File: config.mk
export PLATFORM = sky130hd
export DESIGN_NAME = cpu_ctrl_fsm
export DESIGN_NICKNAME = d
export VERILOG_FILES = /design/src/rtl/cpu_ctrl_pkg.sv /design/src/rtl/cpu_ctrl_fsm_br_cond_eval.sv /design/src/rtl/cpu_ctrl_fsm.sv
export SDC_FILE = /design/constraint.sdc
export NUM_CORES = 1
export LEC_CHECK = 0
export CAP_MARGIN = 25
export CORE_UTILIZATION = 57
export CTS_CLUSTER_DIAMETER = 50
export DETAILED_ROUTE_END_ITERATION = 10
export HOLD_SLACK_MARGIN = 0.15
export PLACE_DENSITY_LB_ADDON = 0.12
export SLEW_MARGIN = 20
export SYNTH_ARGS = -nofsm -noshare
export SYNTH_HDL_FRONTEND = slang
export SYNTH_SLANG_ARGS = --single-unit
export TNS_END_PERCENT = 5
File: constraint.sdc
create_clock -name clk -period 6.2 [get_ports clk]
set_input_delay 1.24 -clock clk [delete_from_list [all_inputs] [get_ports clk]]
set_output_delay 1.24 -clock clk [all_outputs]
set_load 0.02 [all_outputs]
File: src/rtl/cpu_ctrl_pkg.sv
// Shared state encodings, output constants and the Moore output decode
// for the CPU control FSM.
package cpu_ctrl_pkg;

    typedef enum logic [5:0] {
        S_RST, S_IF1, S_IF2, S_UPDATE, S_DECODE,
        S_MOVIM_W, S_MOV_B, S_MOV_C, S_MOV_W,
        S_ALU_A, S_ALU_B, S_ALU_C, S_ALU_W,
        S_CMP_A, S_CMP_B, S_CMP_S,
        S_MVN_B, S_MVN_C, S_MVN_W,
        S_LDR_A, S_LDR_C, S_LDR_ADDR, S_MEM_RD, S_LDR_W,
        S_STR_A, S_STR_C, S_STR_ADDR, S_STR_B, S_STR_C2, S_MEM_WR,
        S_BR1, S_BL_W, S_BL_PC,
        S_BX_B, S_BX_C, S_BX_PC,
        S_BLX_B, S_BLX_C, S_BLX_W, S_BLX_PC,
        S_HALT, S_ILLEGAL
    } state_e;

    localparam logic [3:0] VSEL_C      = 4'b0001;
    localparam logic [3:0] VSEL_PC     = 4'b0010;
    localparam logic [3:0] VSEL_SXIMM8 = 4'b0100;
    localparam logic [3:0] VSEL_MDATA  = 4'b1000;

    localparam logic [2:0] NSEL_RN = 3'b100;
    localparam logic [2:0] NSEL_RD = 3'b010;
    localparam logic [2:0] NSEL_RM = 3'b001;

    localparam logic [1:0] PC_INC = 2'b00;
    localparam logic [1:0] PC_REL = 2'b01;
    localparam logic [1:0] PC_REG = 2'b10;

    localparam logic [1:0] MEM_NONE  = 2'b00;
    localparam logic [1:0] MEM_READ  = 2'b01;
    localparam logic [1:0] MEM_WRITE = 2'b10;

    typedef struct packed {
        logic [3:0] vsel;
        logic [2:0] nsel;
        logic [1:0] pc_sel;
        logic [1:0] mem_cmd;
        logic       write;
        logic       loada;
        logic       loadb;
        logic       loadc;
        logic       loads;
        logic       asel;
        logic       bsel;
        logic       load_ir;
        logic       load_pc;
        logic       reset_pc;
        logic       addr_sel;
        logic       load_addr;
        logic       halted;
        logic       illegal;
    } ctrl_t;

    function automatic ctrl_t ctrl_decode(state_e s);
        ctrl_t c;
        c = '0;
        case (s)
            S_RST:      begin c.reset_pc = 1'b1; c.load_pc = 1'b1; end
            S_IF1:      begin c.addr_sel = 1'b1; c.mem_cmd = MEM_READ; end
            S_IF2:      begin c.addr_sel = 1'b1; c.mem_cmd = MEM_READ; c.load_ir = 1'b1; end
            S_UPDATE:   begin c.load_pc = 1'b1; c.pc_sel = PC_INC; end
            S_MOVIM_W:  begin c.write = 1'b1; c.vsel = VSEL_SXIMM8; c.nsel = NSEL_RN; end
            S_MOV_B, S_ALU_B, S_CMP_B, S_MVN_B:
                        begin c.loadb = 1'b1; c.nsel = NSEL_RM; end
            S_ALU_A, S_CMP_A, S_LDR_A, S_STR_A:
                        begin c.loada = 1'b1; c.nsel = NSEL_RN; end
            S_MOV_C, S_STR_C2, S_BX_C, S_BLX_C:
                        begin c.loadc = 1'b1; c.asel = 1'b1; end
            S_ALU_C, S_MVN_C:   c.loadc = 1'b1;
            S_LDR_C, S_STR_C:   begin c.loadc = 1'b1; c.bsel = 1'b1; end
            S_LDR_ADDR, S_STR_ADDR: c.load_addr = 1'b1;
            S_MOV_W, S_ALU_W, S_MVN_W:
                        begin c.write = 1'b1; c.vsel = VSEL_C; c.nsel = NSEL_RD; end
            S_CMP_S:    c.loads = 1'b1;
            S_MEM_RD:   c.mem_cmd = MEM_READ;
            S_LDR_W:    begin c.write = 1'b1; c.vsel = VSEL_MDATA; c.nsel = NSEL_RD; c.mem_cmd = MEM_READ; end
            S_STR_B, S_BX_B, S_BLX_B:
                        begin c.loadb = 1'b1; c.nsel = NSEL_RD; end
            S_MEM_WR:   c.mem_cmd = MEM_WRITE;
            S_BL_W, S_BLX_W:
                        begin c.write = 1'b1; c.vsel = VSEL_PC; c.nsel = NSEL_RN; end
            S_BR1, S_BL_PC:     begin c.load_pc = 1'b1; c.pc_sel = PC_REL; end
            S_BX_PC, S_BLX_PC:  begin c.load_pc = 1'b1; c.pc_sel = PC_REG; end
            S_HALT:     c.halted = 1'b1;
            S_ILLEGAL:  begin c.halted = 1'b1; c.illegal = 1'b1; end
            default: ;
        endcase
        return c;
    endfunction

endpackage

File: src/rtl/cpu_ctrl_fsm_br_cond_eval.sv
// Branch condition evaluation from the N/V/Z status flags.
module br_cond_eval (
    input  logic [2:0] cond_i,
    input  logic       n_i,
    input  logic       v_i,
    input  logic       z_i,
    output logic       taken_o
);

    always_comb begin
        taken_o = 1'b0;
        case (cond_i)
            3'b000:  taken_o = 1'b1;
            3'b001:  taken_o = z_i;
            3'b010:  taken_o = ~z_i;
            3'b011:  taken_o = n_i ^ v_i;
            3'b100:  taken_o = (n_i ^ v_i) | z_i;
            default: taken_o = 1'b0;
        endcase
    end

endmodule

File: src/rtl/cpu_ctrl_fsm.sv
// Multi-cycle CPU controller: fetch, decode and per-instruction sequences
// with Moore outputs registered alongside the state.
module cpu_ctrl_fsm
    import cpu_ctrl_pkg::*;
#(
    parameter int MEM_HANDSHAKE = 1,
    parameter int ENABLE_BRANCH = 1
) (
    input  logic       clk,
    input  logic       reset,
    input  logic [2:0] opcode,
    input  logic [1:0] op,
    input  logic [2:0] cond,
    input  logic       N,
    input  logic       V,
    input  logic       Z,
    input  logic       mem_ready,
    output logic [3:0] vsel,
    output logic [2:0] nsel,
    output logic [1:0] pc_sel,
    output logic [1:0] mem_cmd,
    output logic       write,
    output logic       loada,
    output logic       loadb,
    output logic       loadc,
    output logic       loads,
    output logic       asel,
    output logic       bsel,
    output logic       load_ir,
    output logic       load_pc,
    output logic       reset_pc,
    output logic       addr_sel,
    output logic       load_addr,
    output logic       halted,
    output logic       illegal
);

    localparam bit BRANCH_EN = (ENABLE_BRANCH != 0);

    state_e state_q, state_d;
    ctrl_t  ctrl_q;
    logic   taken;
    logic   mem_done;

    br_cond_eval u_cond (
        .cond_i  (cond),
        .n_i     (N),
        .v_i     (V),
        .z_i     (Z),
        .taken_o (taken)
    );

    assign mem_done = (MEM_HANDSHAKE == 0) || mem_ready;

    always_comb begin
        state_d = state_q;
        case (state_q)
            S_RST:      state_d = S_IF1;
            S_IF1:      if (mem_done) state_d = S_IF2;
            S_IF2:      state_d = S_UPDATE;
            S_UPDATE:   state_d = S_DECODE;
            S_DECODE: begin
                case ({opcode, op})
                    5'b110_10: state_d = S_MOVIM_W;
                    5'b110_00: state_d = S_MOV_B;
                    5'b101_00,
                    5'b101_10: state_d = S_ALU_A;
                    5'b101_01: state_d = S_CMP_A;
                    5'b101_11: state_d = S_MVN_B;
                    5'b011_00: state_d = S_LDR_A;
                    5'b100_00: state_d = S_STR_A;
                    5'b001_00: state_d = !BRANCH_EN ? S_ILLEGAL : (taken ? S_BR1 : S_IF1);
                    5'b010_11: state_d = BRANCH_EN ? S_BL_W  : S_ILLEGAL;
                    5'b010_00: state_d = BRANCH_EN ? S_BX_B  : S_ILLEGAL;
                    5'b010_10: state_d = BRANCH_EN ? S_BLX_B : S_ILLEGAL;
                    default:   state_d = (opcode == 3'b111) ? S_HALT : S_ILLEGAL;
                endcase
            end
            S_MOV_B:    state_d = S_MOV_C;
            S_MOV_C:    state_d = S_MOV_W;
            S_ALU_A:    state_d = S_ALU_B;
            S_ALU_B:    state_d = S_ALU_C;
            S_ALU_C:    state_d = S_ALU_W;
            S_CMP_A:    state_d = S_CMP_B;
            S_CMP_B:    state_d = S_CMP_S;
            S_MVN_B:    state_d = S_MVN_C;
            S_MVN_C:    state_d = S_MVN_W;
            S_LDR_A:    state_d = S_LDR_C;
            S_LDR_C:    state_d = S_LDR_ADDR;
            S_LDR_ADDR: state_d = S_MEM_RD;
            S_MEM_RD:   if (mem_done) state_d = S_LDR_W;
            S_STR_A:    state_d = S_STR_C;
            S_STR_C:    state_d = S_STR_ADDR;
            S_STR_ADDR: state_d = S_STR_B;
            S_STR_B:    state_d = S_STR_C2;
            S_STR_C2:   state_d = S_MEM_WR;
            S_MEM_WR:   if (mem_done) state_d = S_IF1;
            S_BL_W:     state_d = S_BL_PC;
            S_BX_B:     state_d = S_BX_C;
            S_BX_C:     state_d = S_BX_PC;
            S_BLX_B:    state_d = S_BLX_C;
            S_BLX_C:    state_d = S_BLX_W;
            S_BLX_W:    state_d = S_BLX_PC;
            S_MOVIM_W, S_MOV_W, S_ALU_W, S_CMP_S, S_MVN_W, S_LDR_W,
            S_BR1, S_BL_PC, S_BX_PC, S_BLX_PC:
                        state_d = S_IF1;
            S_HALT:     state_d = S_HALT;
            S_ILLEGAL:  state_d = S_ILLEGAL;
            default:    state_d = S_RST;
        endcase
    end

    // Outputs are decoded from the next state so they line up with state_q.
    always_ff @(posedge clk or negedge reset) begin
        if (!reset) begin
            state_q <= S_RST;
            ctrl_q  <= ctrl_decode(S_RST);
        end else begin
            state_q <= state_d;
            ctrl_q  <= ctrl_decode(state_d);
        end
    end

    assign vsel      = ctrl_q.vsel;
    assign nsel      = ctrl_q.nsel;
    assign pc_sel    = ctrl_q.pc_sel;
    assign mem_cmd   = ctrl_q.mem_cmd;
    assign write     = ctrl_q.write;
    assign loada     = ctrl_q.loada;
    assign loadb     = ctrl_q.loadb;
    assign loadc     = ctrl_q.loadc;
    assign loads     = ctrl_q.loads;
    assign asel      = ctrl_q.asel;
    assign bsel      = ctrl_q.bsel;
    assign load_ir   = ctrl_q.load_ir;
    assign load_pc   = ctrl_q.load_pc;
    assign reset_pc  = ctrl_q.reset_pc;
    assign addr_sel  = ctrl_q.addr_sel;
    assign load_addr = ctrl_q.load_addr;
    assign halted    = ctrl_q.halted;
    assign illegal   = ctrl_q.illegal;

endmodule

==> impl_metrics.ini <==
[sta]
setup_viol = 0
finClkSkew_ps = 5.950
tightest_slew_ps = 863.0
fmax_mhz = 273.3
maxSlewHeadroom_pct = 42.47
finalCriticalPeriod_ps = 3659
finalHoldViolations = 0
rsz0062_at_grt = no
fin_tns_setup_ps = 0
report.final.slew_viol_count = 0
holdWs_ps = 954.0
finalCritPeriodShare_pct = 59.02

[die]
io_pins = 39
die_area_um2 = 4116
die_w_um = 64.16
die_h_um = 64.16
core_area_um2 = 3689
start_util_pct = 59.70
row_count = 22

[clock_network]
cts_made_buffers = 5
clock_sinks = 31
cts_tree = done
root_buffer = clkbuf_8
post_cts_buffers = 0
ctsHoldBuffers = 0
cts_buffer_depth = 2
post_cts_resize_count = 0
cts.clk_slew.worst_paths_ps = 60
htree_levels = 2
clk_latency_ps = 270

[worst_hold_path]
hold_depth = 1
hp-class = flop to flop
min-delay-start = state_q[4]
min_to = loads

[logic_synthesis]
synth_fp_nets = 265
yosys_warnings = 0
yosysSeqAreaShare_pct = 35.34
avgSynthCellArea_um2 = 8.773
synth_ff_type = dfrtp_1
synth_top_area_share_pct = 32.95
ys_top_cells_by_area = dfrtp_1 33%, nor2_1 3.2%, nor3_1 3.2%
synth_cell_types = 71
synth-edff-count = 0
yosysTopAreaCell = dfrtp_1
synth_cells = 251
synth-seq-cells = 31
synthArstFlopShare_pct = 100.0
synth_area_um2 = 2202

[critical_path]
crit_fanout = 12
reg2reg_depth = 8
arrival_ps = 3810
r2r_setup_slack_ps = 3170
cp-start-kind = primary input
rr_startpoint = state_q[0]
required_ps = 6350
critical_path_class = primary input to flop
reg2reg_to = loadc
endpoint_kind = flop

[routing]
dr.pass1.iters = 4
drc = 0
ant_nets = 0
wl_per_cell_um = 16.20
via_per_inst = 6.279
route.vias.total = 2047
drt_iter0_drc = 314
wirelength_um = 5282

[layout]
syn_to_final_growth_pct = 18.24
drive_gt1_share_pct = 9.353
final_common_cell = clkdlybuf4s50_1
fill_cells = 313
n_antenna_cell = 0
final_nets = 292
mostFrequentLayoutCells = 38 x clkdlybuf4s50_1, 29 x dfrtp_1, 19 x nor2_1

[grt]
grt_pass1_wl_um = 8811
grt_max_degree = 32
first_global_vias = 1818
antenna_found_initial = 0
grt_use_total_pct = 28.20
overflow = 0

[placed_design]
placement.io_buffers = 38
dpl.hpwl_um = 3722
place_congestion = 0.9238

[status]
status = finished, final reports clean

[pwr]
powerDensity_nw_per_um2 = 432.6
leakagePower_nw = 1.047
peakVddDrop_v = 0.0003601

[job]
maxCapViolations = 0
[worst max-delay path by stage]
stage                    from    end  slack (ps)  cells past startpoint
floorplan               op[1]  loadc        2960                      8
global placement    opcode[0]  loadc        2330                      8
detailed placement  opcode[0]  loadc        2270                      8
CTS                 opcode[0]  loadc        2560                      8
global route        opcode[0]  loadc        2360                      8
finish              opcode[0]  loadc        2540                      8
[critical path: stages]
cell	delay, ps
clkdlybuf4s50_1	670
or3b_1	420
or2_2	290
a22oi_1	230
a311oi_4	210
nand3_1	120
a211oi_1	90
or4_1	520
[cell families after synthesis]
group / count (synthesis) / share of synthesized area [%]
compound gates: 68 / 24.32
flops: 31 / 35.34
xor+xnor: 3 / 1.193
simple gates: 114 / 30.11
buf+inv: 33 / 8.068
mux: 2 / 0.9659
[through the flow]
step / util [%] / power (mW) / worst slack (ps) / area (um^2) / std cells
global placement: 68.52 / 0.9755 / 2325 / 2527 / 319
floorplan: - / 0.8388 / 2960 / 2202 / 251
detailed placement: 68.52 / 0.9783 / 2274 / 2527 / 319
finish: 70.59 / 1.127 / 2541 / 2604 / 326
CTS: 70.59 / 1.122 / 2565 / 2604 / 326
global route: 70.59 / 1.213 / 2356 / 2604 / 326
[report_power, final]
part           switching [mW]  total, mW  internal, mW
combinational           0.367      0.630         0.263
sequential              0.103      0.357         0.254
clock                  0.0628      0.140        0.0769
[metal layers]
layer	vias to the layer above	GRT usage, %	part of all wire [%]
li1	992	-	-
met1	959	39.15	43
met2	87	44.68	48
met3	9	5.179	7.3
met4	0	8.889	1.2
met5	-	0	0
[cell usage after synthesis, drive strengths merged (2+ instances only)]
cell type / count
a2111oi: 2
a211oi: 8
a21boi: 3
a21o: 2
a21oi: 10
a22oi: 3
and2: 4
and3: 3
and3b: 2
buf: 19
dfrtp: 29
dfstp: 2
inv: 14
nand2: 13
nand2b: 8
nand3: 12
nand3b: 3
nor2: 19
nor2b: 3
nor3: 14
nor3b: 4
nor4: 6
nor4b: 3
o211ai: 4
o21ai: 10
o22ai: 4
o311ai: 2
o32a: 2
o32ai: 2
or2: 5
or2b: 2
or3: 3
or3b: 2
or4: 2
xor2: 2
[sequential cells by signal, indices dropped and copies added, names as in the netlist]
name,count
addr_sel,1
asel,1
bsel,1
halted,1
illegal,1
load_addr,1
load_ir,1
load_pc,1
loada,1
loadb,1
loadc,1
loads,1
mem_cmd,2
nsel,3
pc_sel,2
reset_pc,1
state_q,6
vsel,4
write,1
[cell type report]
type | instances | area [um^2] | area share, %
multi-input combinational | 187 | 1246 | 47.86
inverter | 14 | 55.05 | 2.114
clock buffer | 7 | 76.32 | 2.931
sequential | 31 | 778.2 | 29.89
timing repair buffer | 39 | 387.9 | 14.90
tap | 48 | 60.06 | 2.307
Power figures use the tool's default switching activity.
